File: config.mk
export PLATFORM = sky130hd
export DESIGN_NAME = full_adder_sync
export DESIGN_NICKNAME = d
export VERILOG_FILES = /design/src/rtl/full_adder_sync_pkg.sv /design/src/rtl/full_adder_bit.sv /design/src/rtl/full_adder_sync.sv
export SDC_FILE = /design/constraint.sdc
export NUM_CORES = 1
export LEC_CHECK = 0
export CORE_MARGIN = 2
export CORE_UTILIZATION = 40
export CTS_CLUSTER_DIAMETER = 120
export DETAILED_ROUTE_END_ITERATION = 16
export GPL_ROUTABILITY_DRIVEN = 0
export PLACE_DENSITY = 0.82
export SETUP_SLACK_MARGIN = 0.1
export SLEW_MARGIN = 20
export SYNTH_ARGS = -nofsm -noshare
export SYNTH_HDL_FRONTEND = slang
export SYNTH_SLANG_ARGS = --single-unit
File: constraint.sdc
create_clock -name clk_i -period 2.1 [get_ports clk_i]
set_clock_uncertainty 0.2 [all_clocks]
set_input_delay 0.63 -clock clk_i [delete_from_list [all_inputs] [get_ports clk_i]]
set_output_delay 0.63 -clock clk_i [all_outputs]
set_load 0.05 [all_outputs]
File: src/rtl/full_adder_sync_pkg.sv
// Shared constants for the registered ripple-carry adder.
package full_adder_sync_pkg;

    // Default operand/sum width of the datapath adder.
    localparam int ADDER_WIDTH = 8;

    // Cycles from operand capture to result visibility.
    localparam int ADDER_LATENCY = 1;

endpackage

File: src/rtl/full_adder_bit.sv
// One-bit full-adder cell; the unit of the ripple chain.
module full_adder_bit (
    input  logic a,
    input  logic b,
    input  logic c,
    output logic s,
    output logic co
);

    assign s  = a ^ b ^ c;
    assign co = (a & b) | (a & c) | (b & c);

endmodule

File: src/rtl/full_adder_sync.sv
// Unsigned adder {cy_o,y_o} = a_i + b_i + cy_i built as a ripple chain of
// full_adder_bit cells, followed by one output register stage.
module full_adder_sync
    import full_adder_sync_pkg::*;
#(
    parameter int WIDTH = ADDER_WIDTH
) (
    input  logic             clk_i,
    input  logic             rst_n_i,
    input  logic             valid_i,
    input  logic [WIDTH-1:0] a_i,
    input  logic [WIDTH-1:0] b_i,
    input  logic             cy_i,
    output logic             valid_o,
    output logic [WIDTH-1:0] y_o,
    output logic             cy_o
);

    // carry[i] enters cell i; carry[WIDTH] is the carry-out of the chain.
    logic [WIDTH:0]   carry;
    logic [WIDTH-1:0] sum;

    logic [WIDTH-1:0] y_q;
    logic             cy_q;
    logic             vld_q;

    assign carry[0] = cy_i;

    for (genvar i = 0; i < WIDTH; i++) begin : g_bit
        full_adder_bit u_bit (
            .a  (a_i[i]),
            .b  (b_i[i]),
            .c  (carry[i]),
            .s  (sum[i]),
            .co (carry[i+1])
        );
    end

    // Result register: capture only on valid so idle operands never disturb it.
    always_ff @(posedge clk_i or negedge rst_n_i) begin
        if (!rst_n_i) begin
            y_q  <= '0;
            cy_q <= 1'b0;
        end else if (valid_i) begin
            y_q  <= sum;
            cy_q <= carry[WIDTH];
        end
    end

    // Valid flag follows valid_i by one cycle, giving one result per cycle.
    always_ff @(posedge clk_i or negedge rst_n_i) begin
        if (!rst_n_i) vld_q <= 1'b0;
        else          vld_q <= valid_i;
    end

    assign y_o     = y_q;
    assign cy_o    = cy_q;
    assign valid_o = vld_q;

endmodule

==> results of run 1 <==
## cell usage in the layout (no fill, tap or decap), types with 2 or more instances in the layout
master / n
inv_2: 3
dlygate4sd2_1: 2
clkdlybuf4s50_1: 14
clkbuf_4: 3
buf_4: 10
a21oi_1: 2
fa_2: 7
dfrtp_1: 10
nor2_1: 2
mux2_4: 6
inv_1: 3
buf_6: 2
## final timing paths
check                      startpoint  endpoint  cells after the start
max in group asynchronous     rst_n_i    y_o[1]                      1
hold / removal                 y_o[4]    y_o[4]                      1
hold reg to reg                y_o[4]    y_o[4]                      1
setup / recovery               a_i[0]    y_o[7]                     13
min in group asynchronous     rst_n_i    y_o[6]                      1
setup reg to reg               y_o[1]    y_o[1]                      1
## synthesized netlist by cell type (all sizes together)
cell type and count:
mux2i 1, nor2 2, fa 8, dfrtp 10
a21oi 2, mux2 6, inv 8, buf 1
## repair_timing
action / in CTS / in global routing
pin swaps: 9 / 3
resized for setup: 20 / 0
setup endpoints to repair: 8 / 7
## power groups by stage
stage	Clock (mW)	Sequential (mW)	Combinational [mW]
after CTS	0.127	0.256	0.361
after detailed placement	0	0.257	0.362
after floorplan	0	0.393	0.0895
after global routing	0.137	0.260	0.376
final	0.121	0.255	0.356
after global placement	0	0.257	0.351
## sequential cells by signal, summed over array words and instances (netlist names)
signal	count
y_o	8
cy_o	1
valid_o	1
## layout make-up
class                           count  area share
Timing Repair Buffer               30      0.3139
Tap cell                           15     0.02030
Sequential cell                    10      0.2706
Clock buffer                        3     0.02436
Inverter                            8     0.05142
Multi-Input combinational cell     19      0.3194
## cell families after synthesis
group | synth area share
AOI/OAI and AO/OA | 0.01770
adders and majority gates | 0.2832
buffers and inverters | 0.07301
DFF | 0.4425
muxes | 0.1703
and+or+nand+nor | 0.01328
## routing by layer
metal / wire length (microns) / share of wire
met5: 0 / 0
met4: 13 / 0.013
met3: 79 / 0.077
met2: 577 / 0.56
met1: 354 / 0.35
## critical path, cell delays in order
cell     delay, ns
buf_8         0.11
inv_12        0.04
fa_2          0.19
inv_2         0.04
fa_2          0.35
fa_2          0.35
fa_2          0.37
fa_2          0.36
fa_2          0.35
fa_2          0.35
inv_2         0.07
fa_1          0.41
a21oi_1       0.12
==> flow_metrics.env, run 1 <==
export IMPL_setup_viol=7
export IMPL_setup_tns_ns=-6.574
export IMPL_detail_route_wl_per_cell_microns=12.06
export IMPL_cts_root_buffer="clkbuf_4"
export IMPL_start_util=0.4292
export IMPL_die_y_microns=41.60
export IMPL_criticalPathCategory="in -> reg"
export IMPL_vias=384
export IMPL_vdd_ir_drop_max_uv=470.2
export IMPL_syn_nets=66
export IMPL_top_usage_layer="met2"
export IMPL_hp_class="reg -> reg"
export IMPL_grtUsageMet3=0.04783
export IMPL_dpl_instance_area_sq_um=897.1
export IMPL_cts_clk_slew_worst_paths_ns=0.06
export IMPL_htree_levels=1
export IMPL_use_met2=0.2469
export IMPL_clkLatencyLatePin_ns=0.25
export IMPL_synthTopCellsByArea="dfrtp_1, fa_1, mux2_4, inv_1, buf_6"
export IMPL_grt_pass1_vias=423
export IMPL_wl_microns=1025
export IMPL_drt_pass1_iterations=4
export IMPL_drv_cap=0
export IMPL_hold_buffers=0
export IMPL_multi_input_area_sq_um=295.3
export IMPL_end_kind="register"
export IMPL_fill_cells=93
export IMPL_p_seq_frac=0.348
export IMPL_coreArea_sq_mm=0.001318
export IMPL_synth_cells=38
export IMPL_slew_viol_final=0
export IMPL_final_antenna_net_count=0
export IMPL_p_sw_mw=0.2849
export IMPL_viasPerCell=4.518
export IMPL_clockBufferDepth=2
export IMPL_drc=0
export IMPL_finalCritPeriodShare=1.785
export IMPL_path_max_fanout=1
export IMPL_status="finished, violations left"
export IMPL_relSlewSlack=0.7179
export IMPL_nets=100
export IMPL_switching_share=0.3894
export IMPL_drive_gt1_frac=0.5000
export IMPL_dpl_cell_count=82
export IMPL_synth_cell_area_sq_um=565.5
export IMPL_cts_made_buffers=3
export IMPL_pre_cts_slack_ns=-2.395
export IMPL_rsz0062_at_grt="yes"
export IMPL_p_leak_nw=0.4267
export IMPL_stdcell_area_sq_um=924.6
export IMPL_yosysTopAreaCellShare=0.4425
export IMPL_grt_max_degree=13
export IMPL_tightest_slew_ns=0.4219
export IMPL_portBuffers=29
export IMPL_cp_start_kind="input port"
export IMPL_fin_util=0.7018
export IMPL_area_growth_pct=63.50
export IMPL_grt_pass1_wl_microns=1807
export IMPL_period_minus_slack_ns=3.748
export IMPL_die_w_microns=41.60
export IMPL_cts_sinks=10
export IMPL_antenna_cells=0
export IMPL_violations="setup timing"
export IMPL_yosysSeqAreaShare=0.4425
export IMPL_io_pins=30
export IMPL_post_cts_buffers=0
export IMPL_gr_usage_met1=0.1605
export IMPL_fin_hold_ws_ns=0.3173
export IMPL_internal_power_mw=0.4468
export IMPL_rows=13
export IMPL_yosys_warnings=0
export IMPL_overflow=0
export IMPL_die_area_sq_mm=0.001731
export IMPL_yosys_area_top_type="dfrtp_1"
export IMPL_hold_viol=0
export IMPL_cts_tree="yes"
export IMPL_power_mw=0.7318
export IMPL_power_density_mw_per_mm2=791.4
export IMPL_cp_required_ns=2.08
export IMPL_drt_iter0_drc=2
export IMPL_antenna_found_initial=0
export IMPL_synth_seq_cells=10
export IMPL_fin_cells=85
export IMPL_syn_area_per_cell_sq_um=14.88
export IMPL_grtUsageTotal=0.1458
export IMPL_rrSetupSlack_ns=1.13
export IMPL_layout_setup_ws_ns=-1.648
export IMPL_max_freq_mhz=266.8
export IMPL_pwr_share_clk=0.166
export IMPL_ys_types=9
export IMPL_register_area_sq_um=250.2
export IMPL_comb_power_share=0.486
export IMPL_cp_arrival_ns=3.73
Note: power is estimated with default switching activity, not from simulation.
==> inputs of run 2 (changes only) <==
--- a/config.mk
+++ b/config.mk
@@ -10,7 +10,7 @@
 export CTS_CLUSTER_DIAMETER = 120
 export DETAILED_ROUTE_END_ITERATION = 16
 export GPL_ROUTABILITY_DRIVEN = 0
-export PLACE_DENSITY = 0.82
+export PLACE_DENSITY = 0.85
 export SETUP_SLACK_MARGIN = 0.1
 export SLEW_MARGIN = 20
 export SYNTH_ARGS = -nofsm -noshare
==> constraint.sdc (replaced) <==
create_clock -name clk_i -period 2.1 [get_ports clk_i]
set_clock_uncertainty 0.2 [all_clocks]
set_input_delay 0.63 -clock clk_i [delete_from_list [all_inputs] [get_ports clk_i]]
set_output_delay 0.63 -clock clk_i [all_outputs]
set_load 0.02 [all_outputs]
==> run 2 against run 1 <==
The flow still finishes with violations (setup timing). Power down 7.3%. Count of clock-buffer cells in the layout increased by 1. Wire length rose by 7.7%. Highest routed layer unchanged. Final area rose by 2.0%. Non-clock buffer count did not move. Global-route usage increased by 1.5 points. First-iteration DRC count unchanged. Critical path depth unchanged. Utilization rose by 1.4 points. Worst hold slack got worse by 0.0014 ns. Sequential power barely moved.
==> flow_metrics.env, run 2 (synthesis gave the netlist of run 1 again) <==
export IMPL_status="finished, violations left"
export IMPL_violations="setup timing"
export IMPL_drive_gt1_frac=0.3662
export IMPL_fin_hold_ws_ns=0.3159
export IMPL_period_minus_slack_ns=3.688
export IMPL_hold_viol=0
export IMPL_crit_slowest_cell="fa_1"
export IMPL_worst_path_most_repeated_cell="fa_2"
export IMPL_coreArea_sq_mm=0.001318
export IMPL_hold_buffers=0
export IMPL_slew_viol_final=0
export IMPL_htree_levels=1
export IMPL_min_from="y_o[0]"
export IMPL_io_pins=30
export IMPL_r2r_end="y_o[4]"
export IMPL_final_cell_mix="clkdlybuf4s50_1, dlygate4sd2_1, dfrtp_1"
export IMPL_grt_pass1_vias=432
export IMPL_die_area_sq_mm=0.001731
export IMPL_detail_route_wl_per_cell_microns=12.84
export IMPL_cts_clk_slew_worst_paths_ns=0.07
export IMPL_whs_endpoint="y_o[0]"
export IMPL_reg2reg_depth=1
export IMPL_start_util=0.4292
export IMPL_rows=13
export IMPL_cp_start_kind="input port"
export IMPL_cp_top_family="adder cells"
export IMPL_antenna_cells=0
export IMPL_largest_reg_flops=8
export IMPL_nets=100
export IMPL_final_antenna_net_count=0
export IMPL_cp_arrival_ns=3.69
export IMPL_viasPerCell=4.453
export IMPL_cts_made_buffers=3
export IMPL_area_growth_pct=66.81
export IMPL_startpoint="a_i[0]"
export IMPL_rsz0062_at_grt="yes"
export IMPL_drt_iter0_drc=2
export IMPL_clockBufferDepth=2
export IMPL_worstHoldPathCells=2
export IMPL_cts_tree="yes"
export IMPL_drt_pass1_iterations=2
export IMPL_max_stage_delay_ns=0.41
export IMPL_grt_pass1_wl_microns=1897
export IMPL_clkLatencyLatePin_ns=0.27
export IMPL_setup_viol=6
export IMPL_cts_root_buffer="clkbuf_4"
export IMPL_crit_buf_inv=4
export IMPL_reg2reg_from="y_o[4]"
export IMPL_layout_setup_ws_ns=-1.588
export IMPL_vdd_ir_drop_max_uv=420.1
export IMPL_final_common_cell="clkdlybuf4s50_1"
export IMPL_p_leak_nw=0.4351
export IMPL_power_mw=0.6782
export IMPL_drv_cap=0
export IMPL_vias=383
export IMPL_rrSetupSlack_ns=1.12
export IMPL_grtUsageTotal=0.1604
export IMPL_criticalPathCategory="in -> reg"
export IMPL_finalCritPeriodShare=1.756
export IMPL_hp_class="reg -> reg"
export IMPL_die_w_microns=41.60
export IMPL_hpwlAfterDp_microns=929.7
export IMPL_dpl_instance_area_sq_um=909.6
export IMPL_cp_cell_sequence="buf_12 -> inv_12 -> fa_2 -> inv_2 -> fa_2 -> fa_2 -> fa_2 -> fa_2 -> fa_2 -> fa_2 -> inv_2 -> fa_1 -> a21oi_1"
export IMPL_die_y_microns=41.60
export IMPL_portBuffers=29
export IMPL_stdcell_area_sq_um=943.4
export IMPL_path_max_fanout=1
export IMPL_end_kind="register"
export IMPL_cp_required_ns=2.10
export IMPL_wl_microns=1104
export IMPL_antenna_found_initial=0
export IMPL_grt_max_degree=13
export IMPL_overflow=0
export IMPL_max_freq_mhz=271.2
export IMPL_fill_cells=102
export IMPL_relSlewSlack=0.7071
export IMPL_tightest_slew_ns=0.4380
export IMPL_drc=0
export IMPL_power_density_mw_per_mm2=718.9
export IMPL_cts_sinks=10
==> run 2: cell types whose count changed in the layout (fill, tap and decap cells not counted), sizes merged <==
cell	before	now
clkbuf	3	4
buf	14	4
dlygate4sd2	2	12
==> run 2: what timing repair did <==
action | CTS | global route
pin swaps | 9 | 4
cloned | 0 | 0
gates resized for setup | 29 | 2
setup buffers | 0 | 0
endpoints found under the setup margin | 18 | 7
==> run 2: cell type report <==
type,count,area (sq um),area share
tap,15,18.77,0.01989
timing repair buffer,30,295.3,0.3130
inverter,8,47.55,0.05040
clock buffer,4,36.28,0.03846
multi-input combinational,19,295.3,0.3130
sequential,10,250.2,0.2653
==> run 2: how the worst max path moves through the flow <==
stage / endpoint / slack, ns / depth (start not counted)
after floorplan: y_o[7] / -1.67 / 12
after global placement: y_o[7] / -2.35 / 13
after detailed placement: y_o[7] / -2.40 / 13
after CTS: y_o[7] / -1.71 / 13
after global routing: y_o[7] / -1.67 / 13
final: y_o[7] / -1.59 / 13
==> run 2: per-layer routing <==
layer / part of all wire / track usage / vias up
met4: 0.039 / 0.1161 / 0
met5: 0 / 0 / -
met1: 0.35 / 0.1686 / 178
met3: 0.10 / 0.07826 / 4
li1: - / - / 179
met2: 0.50 / 0.2469 / 22
==> run 2: stage by stage <==
| step | std cells | TNS, ns | util | setup WS (ns) |
|---|---|---|---|---|
| after global routing | 86 | -6.612 | 0.7160 | -1.670 |
| final | 86 | -6.215 | 0.7160 | -1.588 |
| after floorplan | 38 | -7.028 | - | -1.673 |
| after global placement | 82 | -12.35 | 0.6904 | -2.346 |
| after detailed placement | 82 | -12.75 | 0.6904 | -2.400 |
| after CTS | 86 | -6.823 | 0.7075 | -1.714 |
==> run 2: report_power, final <==
group	leakage (nW)	total, mW	internal (mW)	switching, mW
clock network	0.0210	0.176	0.105	0.0711
registers	0.116	0.253	0.231	0.0215
logic	0.298	0.249	0.134	0.115
total	0.435	0.678	0.471	0.207
